$ cat src/rtl/linear_seq_ctrl.sv
// linear_seq_ctrl: launches the Q, K and V linear passes strictly in order,
// grants the shared bar0 SRAM port to the active pass only, and reports one
// completion pulse, with a sticky error flag if a pass stalls in WAIT.
module linear_seq_ctrl #(
  parameter int WIDTH   = 64,
  parameter int TIMEOUT = 65535
) (
  input  logic               clk,
  input  logic               rst_n,
  input  logic               start,
  input  logic [31:0]        input_base,
  output logic               busy,
  output logic               done,
  output logic               err,
  output logic [1:0]         pass_id,
  output logic [2:0]         lin_start,
  input  logic [2:0]         lin_done,
  input  logic [2:0]         lin_bar0_write_en,
  input  logic [3*WIDTH-1:0] lin_bar0_data_in,
  input  logic [3*32-1:0]    lin_bar0_addr,
  output logic [WIDTH-1:0]   lin_bar0_data_out,
  output logic               bar0_write_en,
  output logic [WIDTH-1:0]   bar0_data_in,
  output logic [31:0]        bar0_addr,
  input  logic [WIDTH-1:0]   bar0_data_out
);

  // The counter must be able to hold TIMEOUT itself, because the error fires
  // only once the counter has reached it without a done.
  localparam int CW = (TIMEOUT < 1) ? 1 : $clog2(TIMEOUT + 1);
  localparam logic [CW-1:0] TMAX = CW'(TIMEOUT);

  typedef enum logic [2:0] {
    IDLE,
    LAUNCH,
    WAIT,
    FINISH,
    ERR
  } state_t;

  state_t          state, state_nx;
  logic [1:0]      pass, pass_nx;
  logic [2:0]      grant, grant_nx;
  logic [CW-1:0]   cnt, cnt_nx;
  logic [31:0]     base, base_nx;
  logic            err_q, err_nx;
  logic            active_done;
  logic [31:0]     offset;

  function automatic logic [2:0] one_hot(input logic [1:0] p);
    one_hot = 3'b001 << p;
  endfunction

  // Only the active pass's done is honoured; the other bits are noise here.
  assign active_done = |(lin_done & one_hot(pass));

  // State and datapath registers; reset abandons any in-flight pass at once.
  always_ff @(posedge clk or negedge rst_n) begin
    if (!rst_n) begin
      state <= IDLE;
      pass  <= 2'd0;
      grant <= 3'b000;
      cnt   <= '0;
      base  <= 32'd0;
      err_q <= 1'b0;
    end else begin
      state <= state_nx;
      pass  <= pass_nx;
      grant <= grant_nx;
      cnt   <= cnt_nx;
      base  <= base_nx;
      err_q <= err_nx;
    end
  end

  // Next-state logic; grant is loaded on the edge into LAUNCH so the new pass
  // owns bar0 from its launch cycle, and cleared on the edge out of WAIT.
  always_comb begin
    state_nx = state;
    pass_nx  = pass;
    grant_nx = grant;
    cnt_nx   = cnt;
    base_nx  = base;
    err_nx   = err_q;
    case (state)
      IDLE: begin
        if (start) begin
          base_nx  = input_base;
          pass_nx  = 2'd0;
          err_nx   = 1'b0;
          grant_nx = one_hot(2'd0);
          state_nx = LAUNCH;
        end
      end
      LAUNCH: begin
        cnt_nx   = '0;
        state_nx = WAIT;
      end
      WAIT: begin
        if (active_done) begin
          if (pass == 2'd2) begin
            grant_nx = 3'b000;
            state_nx = FINISH;
          end else begin
            pass_nx  = pass + 2'd1;
            grant_nx = one_hot(pass + 2'd1);
            state_nx = LAUNCH;
          end
        end else if (cnt == TMAX) begin
          err_nx   = 1'b1;
          grant_nx = 3'b000;
          state_nx = ERR;
        end else begin
          cnt_nx = cnt + 1'b1;
        end
      end
      FINISH:  state_nx = IDLE;
      ERR:     state_nx = IDLE;
      default: state_nx = IDLE;
    endcase
  end

  assign busy      = (state != IDLE);
  assign done      = (state == FINISH) || (state == ERR);
  assign err       = err_q;
  assign pass_id   = busy ? pass : 2'd0;
  assign lin_start = (state == LAUNCH) ? one_hot(pass) : 3'b000;

  // bar0 mux driven purely from the registered grant so that non-granted
  // passes can never reach the SRAM write port.
  always_comb begin
    bar0_write_en = 1'b0;
    bar0_data_in  = '0;
    offset        = 32'd0;
    case (grant)
      3'b001: begin
        bar0_write_en = lin_bar0_write_en[0];
        bar0_data_in  = lin_bar0_data_in[0*WIDTH +: WIDTH];
        offset        = lin_bar0_addr[0*32 +: 32];
      end
      3'b010: begin
        bar0_write_en = lin_bar0_write_en[1];
        bar0_data_in  = lin_bar0_data_in[1*WIDTH +: WIDTH];
        offset        = lin_bar0_addr[1*32 +: 32];
      end
      3'b100: begin
        bar0_write_en = lin_bar0_write_en[2];
        bar0_data_in  = lin_bar0_data_in[2*WIDTH +: WIDTH];
        offset        = lin_bar0_addr[2*32 +: 32];
      end
      default: begin
        bar0_write_en = 1'b0;
      end
    endcase
  end

  // Address wraps silently modulo 2^32.
  assign bar0_addr         = base + offset;
  assign lin_bar0_data_out = bar0_data_out;

endmodule

$ cat config.mk
export PLATFORM = sky130hd
export DESIGN_NAME = linear_seq_ctrl
export DESIGN_NICKNAME = d
export VERILOG_FILES = /design/src/rtl/linear_seq_ctrl.sv
export SDC_FILE = /design/constraint.sdc
export NUM_CORES = 1
export LEC_CHECK = 0
export ABC_AREA = 1
export CAP_MARGIN = 40
export CORE_AREA = 2 2 221 223
export CTS_BUF_LIST = sky130_fd_sc_hd__clkbuf_4 sky130_fd_sc_hd__clkbuf_8 sky130_fd_sc_hd__clkbuf_16
export DETAILED_ROUTE_END_ITERATION = 10
export DIE_AREA = 0 0 223 225
export GPL_TIMING_DRIVEN = 0
export PLACE_DENSITY = 0.43
export SLEW_MARGIN = 5
export SYNTH_ARGS = -nofsm -noshare
export SYNTH_HDL_FRONTEND = slang
export SYNTH_SLANG_ARGS = --single-unit
$ cat constraint.sdc
create_clock -name clk -period 3.2 [get_ports clk]
set_input_delay 0.64 -clock clk [delete_from_list [all_inputs] [get_ports clk]]
set_output_delay 0.64 -clock clk [all_outputs]
set_load 0.01 [all_outputs]
**Yosys cells after proc, flatten, opt, wreduce, memory -nomap -nowiden**

Index checks and enable logic that the tools add are counted.

- Word-level logic and storage cells: 65
- Register bits: 57
- Output and inout bits: 169
- Input bits: 393

- Shift-type cells: 2
- Reduce and logical (&&, ||, !) cells: 12
- Eq/ne operators: 16
- Multiplexer cells: 25
- Add/subtract/negate cells: 3
- Bitwise logic cells: 1

Operators with widths:

| operator | number |
|---|---|
| $pmux 64 s3 | 1 |
| $pmux 32 s3 | 1 |
| $add 32x32->32 | 1 |
| $mux 16 | 2 |
| $pmux 16 s2 | 1 |
| $mux 3 | 7 |
| $add 16x1->16 const B | 1 |
| $eq 16x16->1 const B | 1 |
| $ne 2x2->1 const B | 6 |
| $mux 2 | 5 |
| $eq 3x2->1 const B | 3 |
| $pmux 3 s3 | 1 |
| $reduce_and 4->1 | 2 |
| $eq 3x1->1 const B | 2 |
| $eq 3x3->1 const B | 2 |
| $pmux 3 s2 | 1 |
| $reduce_and 3->1 | 2 |
| $shl 1x2->3 const A | 2 |
| $pmux 2 s2 | 1 |
| $reduce_and 2->1 | 2 |
| $reduce_bool 2->1 | 2 |
| $and 3x3->3 | 1 |
| $logic_not 3->1 | 1 |
| $mux 1 | 3 |
| 8 further kinds | 8 |

**Longest topological paths before layout**

- Depth after elaboration: 5
- Gate-level depth with buffers: 19
- Depth with buffers taken out: 17

**Worst setup path before layout**

No wires, ideal clock.

- Path kind: register to output
- From: reg grant[2]
- To: out bar0_addr[28]
- Data required time: 2.560 ns
- Slack: 0.146 ns
- Buffers on the path: 2
- Data arrival time: 2.414 ns
- Cell stages (with the launch flop): 18
- Cell sequence: dfrtp_1 -> nor3_2 -> buf_2 -> buf_2 -> nand2_1 -> nand3_1 -> ha_1 -> fa_1 -> nand3_1 -> nand3_1 -> nand2_1 -> nand2_1 -> nand2_1 -> nand2_1 -> nand2_1 -> nand2_1 -> nand2_1 -> nand2_1

- Cells in the longest elaborated chain, start to end: 3
- Elaborated cells on any way between the ends: 5
- Classes of those cells: 1 x add/sub; 3 x eq/ne; 1 x mux

RTL lines:

| what | RTL line | text |
|---|---|---|
| start: declaration | 43 | `logic [2:0] grant, grant_nx;` |
| start signal: assignment | 69 | `grant <= grant_nx;` |
| $eq 3x3->1 (tied with other cells) | 135 | `case (grant)` |
| $pmux 32 s3 (*) | 135 |  |
| $add 32x32->32 (*) | 158 | `assign bar0_addr = base + offset;` |
| end: declaration | 24 | `output logic [31:0] bar0_addr,` |

Mark *: on every way between the ends. The rest lies on a longest branch, timed or not.

**Worst setup path after layout**

- From: reg grant[1]
- To: out bar0_addr[30]

Same word-level chain as after synthesis.

==> results.sh <==
export IMPL_run_status="complete, but fails checks"
export IMPL_violations="negative setup slack"
export IMPL_rows=80
export IMPL_internal_power_uw=7650
export IMPL_total_power_uw=15400
export IMPL_rsz0062_at_grt="true"
export IMPL_cts_htree_levels=3
export IMPL_grt_max_degree=42
export IMPL_cp_end_kind="output port"
export IMPL_hpwl_mm=39.2
export IMPL_ant_nets=0
export IMPL_crit_arrival_ns=2.89
export IMPL_slew_headroom_pct=63.8
export IMPL_antenna_found_initial=8
export IMPL_startpoint_type="flip-flop"
export IMPL_min_period_ns=3.53
export IMPL_drv_cap=0
export IMPL_pwr_share_clk_pct=6.0
export IMPL_synth_nets=1672
export IMPL_routedWlPerCell_um=19.3
export IMPL_yosys_cell_types_count=34
export IMPL_clk_latency_ns=0.35
export IMPL_cts_root_buf="clkbuf_16"
export IMPL_cp_slowest_cell="dfrtp_1"
export IMPL_pre_cts_ws_ns=-1.91
export IMPL_syn2layout_area_growth_pct=112
export IMPL_avgSynthCellArea_um2=5.84
export IMPL_via_per_inst=4.05
export IMPL_comb_power_share_pct=85.7
export IMPL_grt_overflow=0
export IMPL_via_count=9834
export IMPL_hold_slack_ns=0.174
export IMPL_worst_pin_slew_ns=0.539
export IMPL_critical_path_max_fanout=6
export IMPL_die_width_um=223
export IMPL_slew_violations=0
export IMPL_die_h_um=225
export IMPL_powerDensity_nw_per_um2=1000
export IMPL_placed_cells=2357
export IMPL_first_pass_iters=5
export IMPL_ys_warn_count=0
export IMPL_core_area_um2=47500
export IMPL_clk_pin_slew_ns=0.06
export IMPL_cp_num_buf_inv=6
export IMPL_crit_type="reg2out"
export IMPL_synth_main_ff_cell="dfrtp_1"
export IMPL_finalCritPeriodShare_pct=110
export IMPL_synth_edf_count=0
export IMPL_grt_pass1_wl_mm=65.5
export IMPL_synth_seq_area_share_pct=19.7
export IMPL_final_nets=2236
export IMPL_first_global_vias=9871
export IMPL_cellLeakagePower_uw=0.00714
export IMPL_cp_cell_sequence="inv_2 > nor3_4 > buf_12 > buf_12 > buf_8 > nand2_4 > nand3_4 > ha_4 > fa_2 > buf_6 > nand2_2 > nand3_2 > nand2_2 > nand2_4 > nand2_4 > nand2_1 > nand2_1 > nand2_2 > buf_6"
export IMPL_placed_area_um2=13100
export IMPL_cts_buffer_depth=2
export IMPL_netSwitchingFraction_pct=50.3
export IMPL_fin_worst_skew_ns=0.0124
export IMPL_fmax_mhz=283
export IMPL_instances_no_fill=2429
export IMPL_fin_ws_ns=-0.333
export IMPL_cts_buffers=9
export IMPL_wl_mm=46.9
export IMPL_drc=0
export IMPL_synthesis_area_um2=7250
export IMPL_initial_core_util_pct=15.2
export IMPL_cp_slowest_stage_delay_ns=0.39
export IMPL_synthArstFlopShare_pct=100
export IMPL_io_buffers=497
export IMPL_cts_tree="done"
export IMPL_grt_use_total_pct=17.8
export IMPL_sequentialPowerShare_pct=8.3
export IMPL_clkSinkCount=57
export IMPL_io_pins=562
export IMPL_finalSetupViolCount=29
export IMPL_max_vdd_ir_drop_mv=0.484
export IMPL_first_iter_violations=396
export IMPL_hold_violations=0
export IMPL_cp_required_ns=2.56
export IMPL_synthCells=1241
export IMPL_fin_area_um2=15400
export IMPL_power_switching_uw=7740
export IMPL_die_area_um2=50200
export IMPL_yosys_register_bits=57
export IMPL_crit_family="simple AND/OR/NAND/NOR gates"
export IMPL_gp_congestion=0.894
export IMPL_final_layout_size_suffix_gt1_share_pct=27.8
export IMPL_hp_class="in2async"
[worst register-to-register path, stage by stage, from the launching register on]
cell and delay, ns:
dfrtp_1 0.44, inv_1 0.11, ha_1 0.24, nand2_1 0.08, nand3_1 0.15, nor2_1 0.25, nand2_4 0.12, buf_6 0.16
o22ai_1 0.18
[worst paths after layout]
check                      slack, ns              endpoint  depth (start not counted)                  from
min                             0.17  base[21]$_DFFE_PN0P_                          1                 rst_n
min reg2reg                     0.50       err$_DFFE_PN0P_                          2       err$_DFFE_PN0P_
max reg2reg                     1.39   cnt[10]$_DFFE_PN0P_                          8   pass[0]$_DFFE_PN0P_
max in group asynchronous       2.49  grant[2]$_DFFE_PN0P_                          2                 rst_n
min in group clk                0.50       err$_DFFE_PN0P_                          2       err$_DFFE_PN0P_
max                            -0.33         bar0_addr[30]                         19  grant[1]$_DFFE_PN0P_
[cell usage after synthesis (all sizes together), types with 9 or more instances]
library cell    n  area (µm²)
o21ai          13        65.1
ha             37         463
inv           141         529
nand3         139         713
clkbuf         15        56.3
buf            83         601
xor2           24         210
nor3           10        55.1
a21oi          22         110
nand4           9        56.3
mux2           31         375
nand2         585        2220
nor2           62         260
dfrtp          57        1430
[power groups by stage]
stage,clock (µW),combinational [µW],sequential [µW]
after floorplan,0,5140,1120
after global placement,0,10100,1180
after detailed placement,0,10100,1180
after CTS,967,12200,1270
after global routing,989,14300,1320
final,931,13200,1280
[sequential cells by signal (all words and copies together), names as in the netlist]
name and flops:
cnt 16, grant 3, pass 2, state 3, base 32, err 1
[timing repair]
item,in CTS,in global routing
gates resized for setup,442,127
setup endpoints to repair,97,75
pin swaps,62,68
setup buffers,36,17
hold buffers,0,0
cloned,2,2
[final cells by class]
class / instances / area, µm²
fillers: 5119 / 32200
multi-input cells: 945 / 5980
repair buffers: 555 / 5530
flip-flops and latches: 57 / 1430
plain buffers: 96 / 867
well taps: 615 / 769
inverters: 141 / 529
clock buffers: 10 / 233
clock inverters: 6 / 45.0
diodes: 4 / 10.0
[through the flow]
stage / TNS [ns] / utilization, %
4_1_cts: -7.97 / 31.2
3_3_place_gp: -95.90 / 27.3
3_5_place_dp: -51.74 / 27.5
2_1_floorplan: 0 / -
6_report: -6.74 / 32.4
5_1_grt: -11.20 / 32.4
[routing by layer]
layer / share of wire (%) / vias to the layer above / track usage (%)
met5: 0.058 / - / 0
met4: 2.7 / 4 / 5.69
met3: 6.0 / 50 / 3.42
met2: 50 / 331 / 31.9
met1: 41 / 4533 / 21.2
li1: - / 4916 / -
[kinds of logic after synthesis]
| family | count (synthesis) | synth area share (%) |
|---|---|---|
| and+or+nand+nor | 807 | 45.8 |
| buffers and inverters | 239 | 16.4 |
| DFF | 57 | 19.7 |
| AOI/OAI and AO/OA | 44 | 3.25 |
| adders and majority gates | 38 | 6.66 |
| muxes | 31 | 5.18 |
| xor gates and xnor gates | 25 | 3.02 |
[cell usage in the layout, fill, tap and decap left out, types with 14 or more instances in the layout]
master / instances
buf_6: 27
ha_4: 30
nand2_4: 32
clkdlybuf4s50_1: 465
nand2_1: 458
dfrtp_1: 55
xor2_1: 19
nand3_1: 100
nor2_2: 14
inv_1: 122
nand3_2: 30
buf_2: 19
mux2_2: 24
buf_4: 108
nor2_1: 39
inv_2: 19
nand2_2: 95
Note: power is estimated with default switching activity, not from simulation.
